## src/rtl/reg_rename_file_pkg.sv

```systemverilog
// ---------------------------------------------------------------------------
// reg_rename_file_pkg
// Shared defaults and types for the rename register file.
//   - *_DEF localparams: default widths/counts used as module parameter
//     defaults, so every file agrees on one configuration.
//   - read_src_e: which source feeds a read port. The encoding lists the
//     sources in priority order.
// ---------------------------------------------------------------------------
package reg_rename_file_pkg;

    localparam int XLEN_DEF  = 32;
    localparam int NREG_DEF  = 32;
    localparam int REG_W_DEF = 5;
    localparam int ROB_W_DEF = 4;
    localparam int NRD_DEF   = 2;

    typedef enum logic [2:0] {
        SRC_ZERO   = 3'd0,  // x0: constant zero
        SRC_REG    = 3'd1,  // not renamed: architectural value
        SRC_BYPASS = 3'd2,  // matching commit in this cycle
        SRC_ROB    = 3'd3,  // ROB already holds the finished result
        SRC_TAG    = 3'd4   // still pending: forward the tag instead
    } read_src_e;

endpackage

```

## src/rtl/reg_rename_file_read_port.sv

```systemverilog
// ---------------------------------------------------------------------------
// rename_read_port
// Priority mux for one source operand read port. It is purely combinational.
// Ports:
//   idx      : source register index
//   reg_val  : architectural value of idx (pre-edge)
//   busy/tag : rename state of idx (pre-edge)
//   cm_*     : commit in flight this cycle, used for the same-cycle bypass
//   q_rdy/q_val : ROB lookup result for tag
//   val/rdy  : operand value (or zero-extended tag) and its ready flag
// ---------------------------------------------------------------------------
module rename_read_port
    import reg_rename_file_pkg::*;
#(
    parameter int XLEN  = XLEN_DEF,
    parameter int REG_W = REG_W_DEF,
    parameter int ROB_W = ROB_W_DEF
) (
    input  logic [REG_W-1:0] idx,
    input  logic [XLEN-1:0]  reg_val,
    input  logic             busy,
    input  logic [ROB_W-1:0] tag,
    input  logic             cm_sgn,
    input  logic [REG_W-1:0] cm_dest,
    input  logic [ROB_W-1:0] cm_tag,
    input  logic [XLEN-1:0]  cm_val,
    input  logic             q_rdy,
    input  logic [XLEN-1:0]  q_val,
    output logic [XLEN-1:0]  val,
    output logic             rdy
);

    read_src_e src;

    // Select the source first. The first match wins.
    always_comb begin
        src = SRC_TAG;
        if (idx == '0) begin
            src = SRC_ZERO;
        end else if (!busy) begin
            src = SRC_REG;
        end else if (cm_sgn && (cm_dest == idx) && (cm_tag == tag)) begin
            src = SRC_BYPASS;
        end else if (q_rdy) begin
            src = SRC_ROB;
        end
    end

    always_comb begin
        val = '0;
        rdy = 1'b1;
        unique case (src)
            SRC_ZERO:   val = '0;
            SRC_REG:    val = reg_val;
            SRC_BYPASS: val = cm_val;
            SRC_ROB:    val = q_val;
            default: begin
                val = XLEN'(tag);
                rdy = 1'b0;
            end
        endcase
    end

endmodule

```

## src/rtl/reg_rename_file.sv

```systemverilog
// ---------------------------------------------------------------------------
// reg_rename_file
// Architectural register file with per-register rename state (busy + ROB tag).
// Ports:
//   clk, rst            : clock, synchronous active-high reset
//   rdy                 : global enable; state is frozen while low
//   rd_idx              : NRD packed source indices (port 0 in the LSBs)
//   rd_val/rd_rdy       : operand value (or the pending tag) and ready flag
//   rob_qtag            : tag of each source, sent to the ROB for lookup
//   rob_qrdy/rob_qval   : ROB lookup result per port
//   is_sgn/is_rd/is_tag : rename of a destination at issue
//   cm_sgn/cm_dest/cm_val/cm_tag : ROB commit
//   flush               : mispredict; drops every outstanding rename
// Reads see only pre-edge state, so a same-cycle issue to a source register
// does not affect that read.
// ---------------------------------------------------------------------------
module reg_rename_file
    import reg_rename_file_pkg::*;
#(
    parameter int XLEN  = XLEN_DEF,
    parameter int NREG  = NREG_DEF,
    parameter int REG_W = REG_W_DEF,
    parameter int ROB_W = ROB_W_DEF,
    parameter int NRD   = NRD_DEF
) (
    input  logic                  clk,
    input  logic                  rst,
    input  logic                  rdy,
    input  logic [NRD*REG_W-1:0]  rd_idx,
    output logic [NRD*XLEN-1:0]   rd_val,
    output logic [NRD-1:0]        rd_rdy,
    output logic [NRD*ROB_W-1:0]  rob_qtag,
    input  logic [NRD-1:0]        rob_qrdy,
    input  logic [NRD*XLEN-1:0]   rob_qval,
    input  logic                  is_sgn,
    input  logic [REG_W-1:0]      is_rd,
    input  logic [ROB_W-1:0]      is_tag,
    input  logic                  cm_sgn,
    input  logic [REG_W-1:0]      cm_dest,
    input  logic [XLEN-1:0]       cm_val,
    input  logic [ROB_W-1:0]      cm_tag,
    input  logic                  flush
);

    logic [XLEN-1:0]  reg_q  [NREG];
    logic [XLEN-1:0]  reg_d  [NREG];
    logic [ROB_W-1:0] tag_q  [NREG];
    logic [ROB_W-1:0] tag_d  [NREG];
    logic [NREG-1:0]  busy_q;
    logic [NREG-1:0]  busy_d;

    // The commit is applied first, so an issue to the same register in the
    // same cycle overwrites busy/tag. A flush then clears every busy bit.
    // The commit value is still written, and a same-cycle issue is dropped.
    always_comb begin
        reg_d  = reg_q;
        tag_d  = tag_q;
        busy_d = busy_q;
        if (cm_sgn && (cm_dest != '0)) begin
            reg_d[cm_dest] = cm_val;
            // Only the rename that produced this value may be retired. A
            // younger rename keeps the register busy.
            if (busy_q[cm_dest] && (tag_q[cm_dest] == cm_tag)) begin
                busy_d[cm_dest] = 1'b0;
            end
        end
        if (flush) begin
            busy_d = '0;
        end else if (is_sgn && (is_rd != '0)) begin
            busy_d[is_rd] = 1'b1;
            tag_d[is_rd]  = is_tag;
        end
    end

    always_ff @(posedge clk) begin
        if (rst) begin
            busy_q <= '0;
            for (int i = 0; i < NREG; i++) begin
                reg_q[i] <= '0;
                tag_q[i] <= '0;
            end
        end else if (rdy) begin
            busy_q <= busy_d;
            reg_q  <= reg_d;
            tag_q  <= tag_d;
        end
    end

    for (genvar p = 0; p < NRD; p++) begin : g_rd
        logic [REG_W-1:0] idx;
        assign idx = rd_idx[p*REG_W +: REG_W];
        assign rob_qtag[p*ROB_W +: ROB_W] = tag_q[idx];

        rename_read_port #(
            .XLEN  (XLEN),
            .REG_W (REG_W),
            .ROB_W (ROB_W)
        ) u_port (
            .idx     (idx),
            .reg_val (reg_q[idx]),
            .busy    (busy_q[idx]),
            .tag     (tag_q[idx]),
            .cm_sgn  (cm_sgn),
            .cm_dest (cm_dest),
            .cm_tag  (cm_tag),
            .cm_val  (cm_val),
            .q_rdy   (rob_qrdy[p]),
            .q_val   (rob_qval[p*XLEN +: XLEN]),
            .val     (rd_val[p*XLEN +: XLEN]),
            .rdy     (rd_rdy[p])
        );
    end

endmodule

```

## config.mk

```make
export PLATFORM = sky130hd
export DESIGN_NAME = reg_rename_file
export DESIGN_NICKNAME = d
export VERILOG_FILES = /design/src/rtl/reg_rename_file_pkg.sv /design/src/rtl/reg_rename_file_read_port.sv /design/src/rtl/reg_rename_file.sv
export SDC_FILE = /design/constraint.sdc
export NUM_CORES = 2
export LEC_CHECK = 0
export CORE_UTILIZATION = 60
export CTS_CLUSTER_DIAMETER = 40
export CTS_CLUSTER_SIZE = 30
export DETAILED_ROUTE_END_ITERATION = 12
export DONT_BUFFER_PORTS = 1
export PLACE_DENSITY_LB_ADDON = 0.3
export SYNTH_ARGS = -nofsm -noshare
export SYNTH_HDL_FRONTEND = slang
export SYNTH_SLANG_ARGS = --single-unit
```

## constraint.sdc

```tcl
create_clock -name clk -period 5.56 [get_ports clk]
set_input_delay 1.112 -clock clk [delete_from_list [all_inputs] [get_ports clk]]
set_output_delay 1.112 -clock clk [all_outputs]
set_load 0.05 [all_outputs]
```

==> results.yml <==
detailed_routing:
  drc: 0
  viasPerCell: 7.16
  totalWireLength_um: 231000
  drt_pass1_iterations: 7
  vias: 55370
  drt_iter0_markers: 9926
  wire_per_inst_um: 29.9
  ant_nets: 0
synthesis:
  synth.area.top_cells: "dfxtp_1, mux4_2, nand2_1"
  ys_warn_count: 0
  synthCells: 6625
  syn_nets: 6757
  syn-cell-area_um2: 62800
  seq_area_frac_synth_pct: 37.7
  synth_top_flop_cell: "dfxtp_1"
  synth-edff-count: 0
  synth_cell_types: 61
  syn_avg_cell_area_um2: 9.48
  yosys.area.top_type: "dfxtp_1"
  async_flop_share_pct: 0
  synth-seq-cells: 1184
  synth_top_area_share_pct: 37.7
pwr:
  p_leak_nw: 22.6
  peakVddDrop_uv: 338
  power_density_nw_per_um2: 281
worst_setup_path:
  crit_required_ps: 4450
  worstPathArrival_ps: 4390
  crit_type: "in -> out"
  r2r_setup_slack_ps: 2110
  start_kind: "input port"
  cp_max_fo: 304
  crit_path_end_kind: "primary output"
outcome:
  status: "finished, violations left"
  violations: "max-slew violations"
sta:
  fin_crit_ps: 5500
  slew_headroom_pct: -12.9
  worst_pin_slew_ps: 1690
  final.period_utilization_pct: 98.9
  holdWs_ps: 408
  finalHoldViolations: 0
  setup_viol: 0
  rsz0062_at_grt: "no"
  final-max-slew-violation-count: 784
  clock.fmax_mhz: 182
  fin_worst_skew_ps: 21.6
floorplanning:
  core_area_um2: 104000
  initial_core_util_pct: 60.6
  die_area_um2: 106000
  fp.dieW_um: 326
  rows: 118
  io_pins: 206
  die_h_um: 326
cts:
  clk_pin_slew_ps: 60
  cts-root-buf: "clkbuf_16"
  clk_latency_ps: 800
  cts_buffers: 146
  ctsResizeCount: 0
  cts_setup_buffers: 0
  clock_path_buffers: 3
  cts_tree: "yes"
  cts_htree_levels: 4
  ctsHoldBuffers: 0
  clock-sinks: 1184
place:
  place_congestion: 0.963
  dpl_cell_area_um2: 64000
  portBuffers: 0
  dp_hpwl_um: 126000
global_routing:
  antenna_found_initial: 14
  overflow: 0
  grt_first_pass_wirelength_um: 338000
  grt_pass1_vias: 53361
  track_usage_pct: 42.8
  grt_max_degree: 1171
finish:
  mostFrequentLayoutCells: "nand2_1, dfxtp_1, a21oi_1"
  num-fill-cells: 7695
  drive_gt1_share_pct: 20.2
  finalInstanceArea_um2: 69300
  fin_nets: 6360
  synthToLayoutAreaGrowth_pct: 10.4
  final_common_cell: "nand2_1"
min_path:
  hold_path_class: "in -> reg"
run:
  cap_violations: 0
-- synth_stat cells (12+ instances only) --
master,count
nand4_1,12
mux4_2,747
a21o_1,17
inv_1,19
mux2i_1,251
a221o_1,29
dfxtp_1,1184
nand2_1,2080
o21ai_0,22
nand3_1,30
buf_1,38
o22ai_2,25
buf_2,83
a21oi_1,1022
and2_1,37
a22oi_1,23
nor2b_1,56
nor2_1,221
nor3_1,18
clkbuf_1,559
-- through the flow --
stage | TNS, ps | worst slack (ps) | total power, mW | instances | utilization, %
floorplan | -9.75 | -9.75 | 9.66 | 6625 | -
global placement | 0 | 315 | 9.27 | 7457 | 61.8
detailed placement | 0 | 255 | 9.28 | 7457 | 61.8
CTS | 0 | 249 | 19.3 | 7721 | 66.8
global route | 0 | 135 | 19.8 | 7725 | 66.9
finish | 0 | 62.9 | 19.5 | 7731 | 66.9
-- final timing paths --
check,startpoint,to,depth (start not counted)
setup / recovery,rd_idx[1],rd_val[9],9
hold / removal,rst,tag_q[118]$_SDFFE_PP0P_,1
setup reg to reg,tag_q[3]$_SDFFE_PP0P_,busy_q[4]$_SDFFE_PP0P_,9
hold reg to reg,reg_q[177]$_SDFFE_PP0P_,reg_q[177]$_SDFFE_PP0P_,2
-- power by group --
| part | switching [mW] | internal (mW) |
|---|---|---|
| Combinational | 0.344 | 0.361 |
| Sequential | 0.0252 | 8.52 |
| Clock | 4.12 | 6.14 |
-- layer usage --
metal | wire (µm) | part of all wire [%] | track usage [%] | vias up
li1 | - | - | - | 22646
met3 | 36000 | 16 | 14.9 | 1372
met5 | 164 | 0.071 | 0.399 | -
met2 | 98700 | 43 | 62.9 | 4754
met1 | 76900 | 33 | 52.7 | 26582
met4 | 19400 | 8.4 | 30.1 | 16
-- logic make-up (layout without fill, tap and decap cells) --
group	count (synthesis)	count (layout)	synth area share, %
compound gates	1194	1194	10.5
xor+xnor	20	20	0.279
buf+inv	718	437	4.66
flops	1184	1184	37.7
mux	1007	1007	31.1
other cells	0	7	0
simple gates	2502	2502	15.8
-- cell type report --
cell class / count / area (µm²) / share of cell area, %
sequential: 1184 / 23700 / 34.2
tap: 1380 / 1730 / 2.49
antenna: 7 / 17.5 / 0.0253
timing repair buffer: 154 / 2030 / 2.93
multi-input combinational: 4723 / 36600 / 52.8
clock inverter: 89 / 1230 / 1.78
inverter: 19 / 71.3 / 0.103
clock buffer: 175 / 3970 / 5.73
-- state kept, by name, indices dropped and copies added (netlist names) --
signal  flops
busy_q     32
reg_q    1024
tag_q     128
-- critical path, cell delays in order --
cell,delay (ps)
or3b_2,580
o221ai_1,200
a21oi_1,80
a21oi_2,320
xor2_1,160
nor4_4,310
and2_2,910
a221o_1,360
buf_12,150
Note: power is estimated with default switching activity, not from simulation.
